<file path="config.mk">
export PLATFORM = sky130hd
export DESIGN_NAME = fetch_queue
export DESIGN_NICKNAME = d
export VERILOG_FILES = /design/src/rtl/fetch_pkg.sv /design/src/rtl/fq_storage.sv /design/src/rtl/fetch_queue.sv
export SDC_FILE = /design/constraint.sdc
export NUM_CORES = 1
export LEC_CHECK = 0
export BUFFER_PORTS_ARGS = -buffer_cell sky130_fd_sc_hd__buf_4
export CORE_ASPECT_RATIO = 1.75
export CORE_UTILIZATION = 57
export DETAILED_ROUTE_END_ITERATION = 12
export PLACE_DENSITY = 0.76
export SLEW_MARGIN = 20
export SYNTH_ARGS = -nofsm -noshare
export SYNTH_HDL_FRONTEND = slang
export SYNTH_SLANG_ARGS = --single-unit
</file>
<file path="constraint.sdc">
create_clock -name clk -period 2.93 [get_ports clk]
set_input_delay 0.586 -clock clk [delete_from_list [all_inputs] [get_ports clk]]
set_output_delay 0.586 -clock clk [all_outputs]
set_load 0.01 [all_outputs]
</file>
<file path="src/rtl/fetch_pkg.sv">
// Shared constants and types for the fetch-to-decode instruction queue.
package fetch_pkg;

    localparam int PC_WIDTH    = 8;
    localparam int INSTR_WIDTH = 32;
    localparam int FQ_DEPTH    = 4;

    localparam logic [INSTR_WIDTH-1:0] NOP_INSTR = '0;

    // Occupancy class; only observed by assertions and coverage.
    typedef enum logic [1:0] {
        EMPTY,
        PARTIAL,
        FULL
    } fq_state_t;

endpackage

</file>
<file path="src/rtl/fq_storage.sv">
// Entry array for fetch_queue: synchronous write, asynchronous read, no reset.
module fq_storage #(
    parameter int DEPTH  = 4,
    parameter int DATA_W = 48
) (
    input  logic                     clk,
    input  logic                     we,
    input  logic [$clog2(DEPTH)-1:0] waddr,
    input  logic [DATA_W-1:0]        wdata,
    input  logic [$clog2(DEPTH)-1:0] raddr,
    output logic [DATA_W-1:0]        rdata
);

    logic [DATA_W-1:0] mem [DEPTH];

    always_ff @(posedge clk) begin
        if (we) begin
            mem[waddr] <= wdata;
        end
    end

    assign rdata = mem[raddr];

endmodule

</file>
<file path="src/rtl/fetch_queue.sv">
// Instruction buffer between fetch and decode: {instr, PC, PC+4} entries in a
// circular buffer with valid/ready handshakes and a writeback-driven flush.
module fetch_queue
    import fetch_pkg::*;
#(
    parameter int WIDTH   = PC_WIDTH,
    parameter int INSTR_W = INSTR_WIDTH,
    parameter int DEPTH   = FQ_DEPTH
) (
    input  logic                       clk,
    input  logic                       reset,
    input  logic                       PCSrcW,
    input  logic [WIDTH-1:0]           PCF,
    input  logic [WIDTH-1:0]           PCPlus4F,
    input  logic [INSTR_W-1:0]         InstrF,
    input  logic                       ValidF,
    output logic                       ReadyF,
    output logic                       StallF,
    output logic [INSTR_W-1:0]         InstrD,
    output logic [WIDTH-1:0]           PCD,
    output logic [WIDTH-1:0]           PCPlus4D,
    output logic                       ValidD,
    input  logic                       ReadyD,
    output logic [$clog2(DEPTH):0]     Count
);

    localparam int PTR_W  = $clog2(DEPTH);
    localparam int CNT_W  = PTR_W + 1;
    localparam int DATA_W = INSTR_W + 2 * WIDTH;

    localparam logic [PTR_W-1:0] PTR_ONE  = 1;
    localparam logic [CNT_W-1:0] CNT_ONE  = 1;
    localparam logic [CNT_W-1:0] CNT_FULL = CNT_W'(DEPTH);

    logic [PTR_W-1:0]  rptr;
    logic [PTR_W-1:0]  wptr;
    logic [CNT_W-1:0]  count;
    logic [DATA_W-1:0] head;
    logic              enq;
    logic              deq;
    logic              write_en;
    fq_state_t         state;

    assign ReadyF = (count != CNT_FULL);
    assign StallF = ~ReadyF;
    assign ValidD = (count != '0);
    assign Count  = count;

    assign enq = ValidF && ReadyF;
    assign deq = ValidD && ReadyD;
    // A flushed or reset cycle must not leave a stale-path entry behind.
    assign write_en = enq && reset && !PCSrcW;

    fq_storage #(
        .DEPTH  (DEPTH),
        .DATA_W (DATA_W)
    ) u_storage (
        .clk   (clk),
        .we    (write_en),
        .waddr (wptr),
        .wdata ({InstrF, PCF, PCPlus4F}),
        .raddr (rptr),
        .rdata (head)
    );

    always_ff @(posedge clk) begin
        if (!reset || PCSrcW) begin
            rptr  <= '0;
            wptr  <= '0;
            count <= '0;
        end else begin
            if (enq) begin
                wptr <= wptr + PTR_ONE;
            end
            if (deq) begin
                rptr <= rptr + PTR_ONE;
            end
            case ({enq, deq})
                2'b10:   count <= count + CNT_ONE;
                2'b01:   count <= count - CNT_ONE;
                default: count <= count;
            endcase
        end
    end

    always_comb begin
        InstrD   = INSTR_W'(NOP_INSTR);
        PCD      = '0;
        PCPlus4D = '0;
        if (ValidD) begin
            {InstrD, PCD, PCPlus4D} = head;
        end
    end

    always_comb begin
        state = PARTIAL;
        if (count == '0) begin
            state = EMPTY;
        end else if (count == CNT_FULL) begin
            state = FULL;
        end
    end

    // Count is unsigned, so an underflow would wrap above DEPTH and trip this too.
    a_count_range: assert property (@(posedge clk) disable iff (!reset)
        count <= CNT_FULL);
    a_no_underflow: assert property (@(posedge clk) disable iff (!reset)
        deq |-> (count != '0));
    a_full_stalls: assert property (@(posedge clk) disable iff (!reset)
        (state == FULL) |-> (StallF && !ReadyF));
    a_empty_invalid: assert property (@(posedge clk) disable iff (!reset)
        (state == EMPTY) |-> !ValidD);

    c_full:  cover property (@(posedge clk) state == FULL);
    c_empty: cover property (@(posedge clk) state == EMPTY);

endmodule

</file>
; ---- Word-level counts from Yosys, hierarchy flattened
; Memories as Yosys holds them, arrays and structs flattened. A register that Yosys moved wholly into a read port is not among the register bits.
; Cells that the tools add are included.
[classes]
add_sub_neg = 4
eq_ne = 3
muxes = 8
bitwise = 1
n_reduce_logical = 9
[op_table]
columns = cell, n
row1 = 32-bit two-way mux, 1
row2 = 8-bit two-way mux, 2
row3 = 3-bit case mux with 2 select lines, 1
row4 = 2-bit by 1-bit adder with 2-bit output (second input constant), 2
row5 = 1-bit logical AND, 4
row6 = 2-bit two-way mux, 2
row7 = 3-bit by 1-bit adder with 3-bit output (second input constant), 1
row8 = 3-bit != test (second input constant), 1
row9 = 3-bit nonzero test, 1
row10 = 3-bit by 1-bit subtractor with 3-bit output (second input constant), 1
row11 = 2-bit by 1-bit equality test with 1-bit output (second input constant), 1
row12 = 2-bit equality test (second input constant), 1
row13 = 1-bit zero test, 2
row14 = 1-bit two-way mux, 2
row15 = 2-bit nonzero test, 1
row16 = 1-bit logical OR, 1
row17 = 1-bit inverter, 1
[word_totals]
register_bits = 7
ram_bits = 192
input_bits = 53
output_inout_bits = 54
word_cells = 29
n_memories = 1
[mem_list]
columns = memory, words, word_bits, read_ports, rd_ports_with_merged_regs, wr, line_no
row1 = u_storage.mem, 4, 48, 1, 1, 1, fq_storage.sv:14  ; logic [DATA_W-1:0] mem [DEPTH];

; ---- Depth between registers and ports, before layout
[logic_depth]
word_depth = 6
ltp_mapped = 10
depth_no_buf = 9

; ---- Hierarchy
; A second synthesis with hierarchy kept.
[hier_totals]
hier_cells = 352
hier_area_um2 = 7653.6
[by_module_without_submodules]
columns = mod, n_inst, cells_each, area_per_inst_um2, seq_area_each_um2
row1 = fq_storage, 1, 254, 6949.2, 5765.5
row2 = fetch_queue, 1, 98, 704.4, 140.1

; ---- Worst setup path after synthesis
; Ideal clock, no wire load.
[synth_path]
kind = reg-to-reg
from = register count[0], in the netlist Count[0]
to = memory u_storage.mem[0][0] (enable)
arrival_ns = 2.212
required_time_ns = 2.519
slack_ns = 0.307
path_stages_with_launch = 5
synth_period_minus_slack_ns = 2.623
path_cell_list = dfxtp_1 or3b_1 clkbuf_1 and2_4 and3_1
[synth_between]
elab_chain_len = 6
[synth_lines]
columns = element, line_no
row1 = start: declaration, fetch_queue.sv:37  ; logic [CNT_W-1:0] count;
row2 = start signal: assignment, fetch_queue.sv:79  ; 2'b10: count <= count + CNT_ONE;
row3 = start signal: assignment, fetch_queue.sv:80  ; 2'b01: count <= count - CNT_ONE;
row4 = start signal: assignment, fetch_queue.sv:81  ; default: count <= count;
row5 = 3-bit != test, fetch_queue.sv:44  ; assign ReadyF = (count != CNT_FULL);
row6 = net ReadyF, fetch_queue.sv:17  ; output logic ReadyF,
row7 = 1-bit logical AND, fetch_queue.sv:49  ; assign enq = ValidF && ReadyF;
row8 = 1-bit logical AND (2 in a row), fetch_queue.sv:52  ; assign write_en = enq && reset && !PCSrcW;
row9 = 1-bit two-way mux, fq_storage.sv:17  ; if (we) begin
row10 = 1-bit two-way mux (implied by the code), fq_storage.sv:18  ; mem[waddr] <= wdata;
row11 = end: declaration, fq_storage.sv:14
; The timed path passes the listed nets, and every way through them passes these cells.

==> summary.md <==
| Metric | Value |
|---|---|
| CP max stage delay | 580 ps |
| Total power | 5740 uW |
| Unique cell type count in the Yosys netlist | 27 |
| Cell Chain, Critical Path | buf_4 > mux4_2 > nor2b_1 > buf_4 |
| Max-Cap Viols | 0 |
| Hold buffer count at cts | 0 |
| Slowest cell on crit path | dfxtp_4 |
| Max-slew violations | 0 |
| Initial antenna violation count | 0 |
| WL final | 13800 um |
| Peak supply drop | 0.591 mV |
| Starting density of the core | 58.1% |
| Drt drc | 0 |
| Sequential cell area | 5950 um2 |
| RSZ-0062 raised after global routing | false |
| Area added between synthesis and finish | 21.1% |
| Final GP Congestion | 0.760 |
| Vias per cell | 5.68 |
| GR Util met1 | 24.0% |
| Worst Path Class, Setup | reg -> out |
| Setup TNS Final | 0 ps |
| Ys async rst share | 0% |
| Setup Buffers After CTS | 0 |
| Yosys top cell by area | edfxtp_1 |
| Fin crit share | 96.0% |
| Post-Syn Area per Cell | 21.5 um2 |
| CP delay by family, top | flip-flops |
| Cell mode on critical path | buf_4 |
| Yosys top cell area share | 74.5% |
| CP Buf/Inv Count | 2 |
| Worst EP required | 2340 ps |
| Run status | finished, final reports clean |
| Post-route ant nets | 0 |
| I/O Buffers | 106 |
| Worst endpoint data arrival time | 2230 ps |
| Seq/Total Area, Yosys | 76.9% |
| Dpl hpwl | 8200 um |
| Ports | 107 |
| Worst R2R Path Depth | 9 |
| Multi-input gate area | 1680 um2 |
| Clock transition at path regs | 60 ps |
| CORE AREA | 13300 um2 |
| Crit Path Max Fanout | 17 |
| N_diodes | 0 |
| Post-cts sizing count | 0 |
| Worst setup SP type | register |
| Fmax | 355 MHz |
| Worst reg2reg setup slack | 490 ps |
| Worst-margin pin slew | 605 ps |
| Worst-skew pair later-pin latency | 470 ps |
| GR peak layer | met2 |
| Power Density | 613 nW/um2 |
| Syn_nets | 418 |
| Fin util | 70.3% |
| CTS tree | yes |
| Htree depth | 1 |
| Yosys warns | 0 |
| Met3 Usage GRT | 3.02% |
| Synth top area cells | edfxtp_1 (75%), mux4_2 (14%), nor2b_1 (4.0%) |
| Synth Register Bits | 201 |
| Initial DRC Count | 232 |
| Final hold violation count | 0 |
| CP Depth | 4 |
| Die Y-Extent | 156 um |
| Num rows | 56 |
| Critical Path Sink Type | output pin |
| Total congestion overflow | 0 |
| Endpoints failing setup | 0 |
| Met2 Use GR | 36.4% |
| Largest net degree at the start of global routing | 53 |
| CTS sink cnt | 201 |
| Hold path depth | 1 |
| Vias in the first global route | 4023 |
| Drt first pass iters | 4 |
| Cts bufs inserted | 18 |
| Final min period | 2810 ps |
| Slew headroom | 59.7% |
| Die Width | 90.1 um |
| Avg WL per Cell | 20.7 um |
| Tot GR Track Use | 20.2% |
| Share of cells above drive strength 1 | 40.9% |
| Worst hold path type | in -> reg |
| Most frequent cells after synthesis | edfxtp_1 (192), nor2b_1 (50), mux4_2 (48) |
| Synthesized instance count | 359 |
| Total number of vias | 3781 |
| Main synth FF type | edfxtp_1 |
| Final hold slack | 310 ps |
| Fillers | 877 |
| Final clock skew | 8.56 ps |
| First-pass GRT wire length | 21300 um |
| Nets | 539 |
| CTS Buffer Depth | 3 |
| EDFF count, synth | 192 |
| Count leader, synth | edfxtp_1 |
| Die area | 14100 um2 |
| Leak Pwr | 0.00316 uW |
| Root Buffer | clkbuf_16 |
| Mapped cell area | 7730 um2 |
## final timing paths
kind                              start                             end
setup / recovery               register                       InstrD[1]
hold / removal               InstrF[14]  u_storage.mem[2][30]$_DFFE_PP_
setup reg to reg  Count[2]$_SDFFE_PP0P_           Count[2]$_SDFFE_PP0P_
hold reg to reg    rptr[1]$_SDFFE_PP0P_                        register
## flip-flops by register name (all words and copies together) (netlist names), named ones only
| register | flops |
|---|---|
| wptr | 2 |
| Count | 3 |
| rptr | 2 |
| u_storage.mem | 192 |
## cells by family (layout without fill, tap and decap cells)
family,count (synthesis),after routing,share of synthesized area [%]
AOI/OAI and AO/OA,10,10,0.776
xor gates and xnor gates,2,2,0.227
adders and majority gates,6,6,1.07
buffers and inverters,24,157,1.60
DFF,201,201,76.9
muxes,48,48,14.0
and+or+nand+nor,68,68,5.48
## cell type report
type / instances / share of cell area [%]
Sequential cell: 201 / 63.5
Multi-Input combinational cell: 134 / 17.9
Timing Repair Buffer: 117 / 9.91
Clock buffer: 23 / 5.24
Tap cell: 174 / 2.32
Clock inverter: 9 / 0.748
Inverter: 8 / 0.321
## through the flow
step	setup WS, ps	area (um2)	std cells
6_report	117	9360	666
5_1_grt	2.79	9360	666
4_1_cts	63.2	9360	666
3_5_place_dp	494	8800	634
3_3_place_gp	581	8800	634
2_1_floorplan	307	7730	359
## cell usage in the layout (no fill, tap or decap)
| cell type | n |
|---|---|
| nand2b_1 | 1 |
| mux4_2 | 48 |
| nor3_4 | 1 |
| clkbuf_1 | 4 |
| buf_4 | 113 |
| o21ai_0 | 4 |
| bufinv_16 | 1 |
| nor2b_1 | 50 |
| o31ai_2 | 1 |
| clkinv_2 | 5 |
| nand4_1 | 1 |
| clkbuf_16 | 19 |
| a21oi_1 | 4 |
| ha_1 | 5 |
| and2_4 | 1 |
| dfxtp_1 | 7 |
| dfxtp_4 | 1 |
| edfxtp_1 | 192 |
| xor2_1 | 2 |
| or4b_2 | 1 |
| fa_1 | 1 |
| inv_1 | 8 |
| or3_1 | 2 |
| or3b_1 | 1 |
| nand3_1 | 1 |
| clkinv_1 | 2 |
| and3_2 | 4 |
| a21o_1 | 1 |
| nand2_1 | 2 |
| clkinvlp_4 | 1 |
| buf_12 | 4 |
| dfxtp_2 | 1 |
| nor2_1 | 3 |
## layer usage
metal,wire length (um),vias to the layer above
li1,-,1676
met1,5250,1962
met2,7420,115
met3,676,28
met4,408,0
met5,0,-
## where the power goes
group          internal [uW]  total, uW  switching [uW]  leakage (uW)
Combinational            166        327             161       0.00108
Clock                   1280       2220             947      0.000276
Sequential              3180       3190            13.9       0.00181
Note: power is estimated with default switching activity, not from simulation.
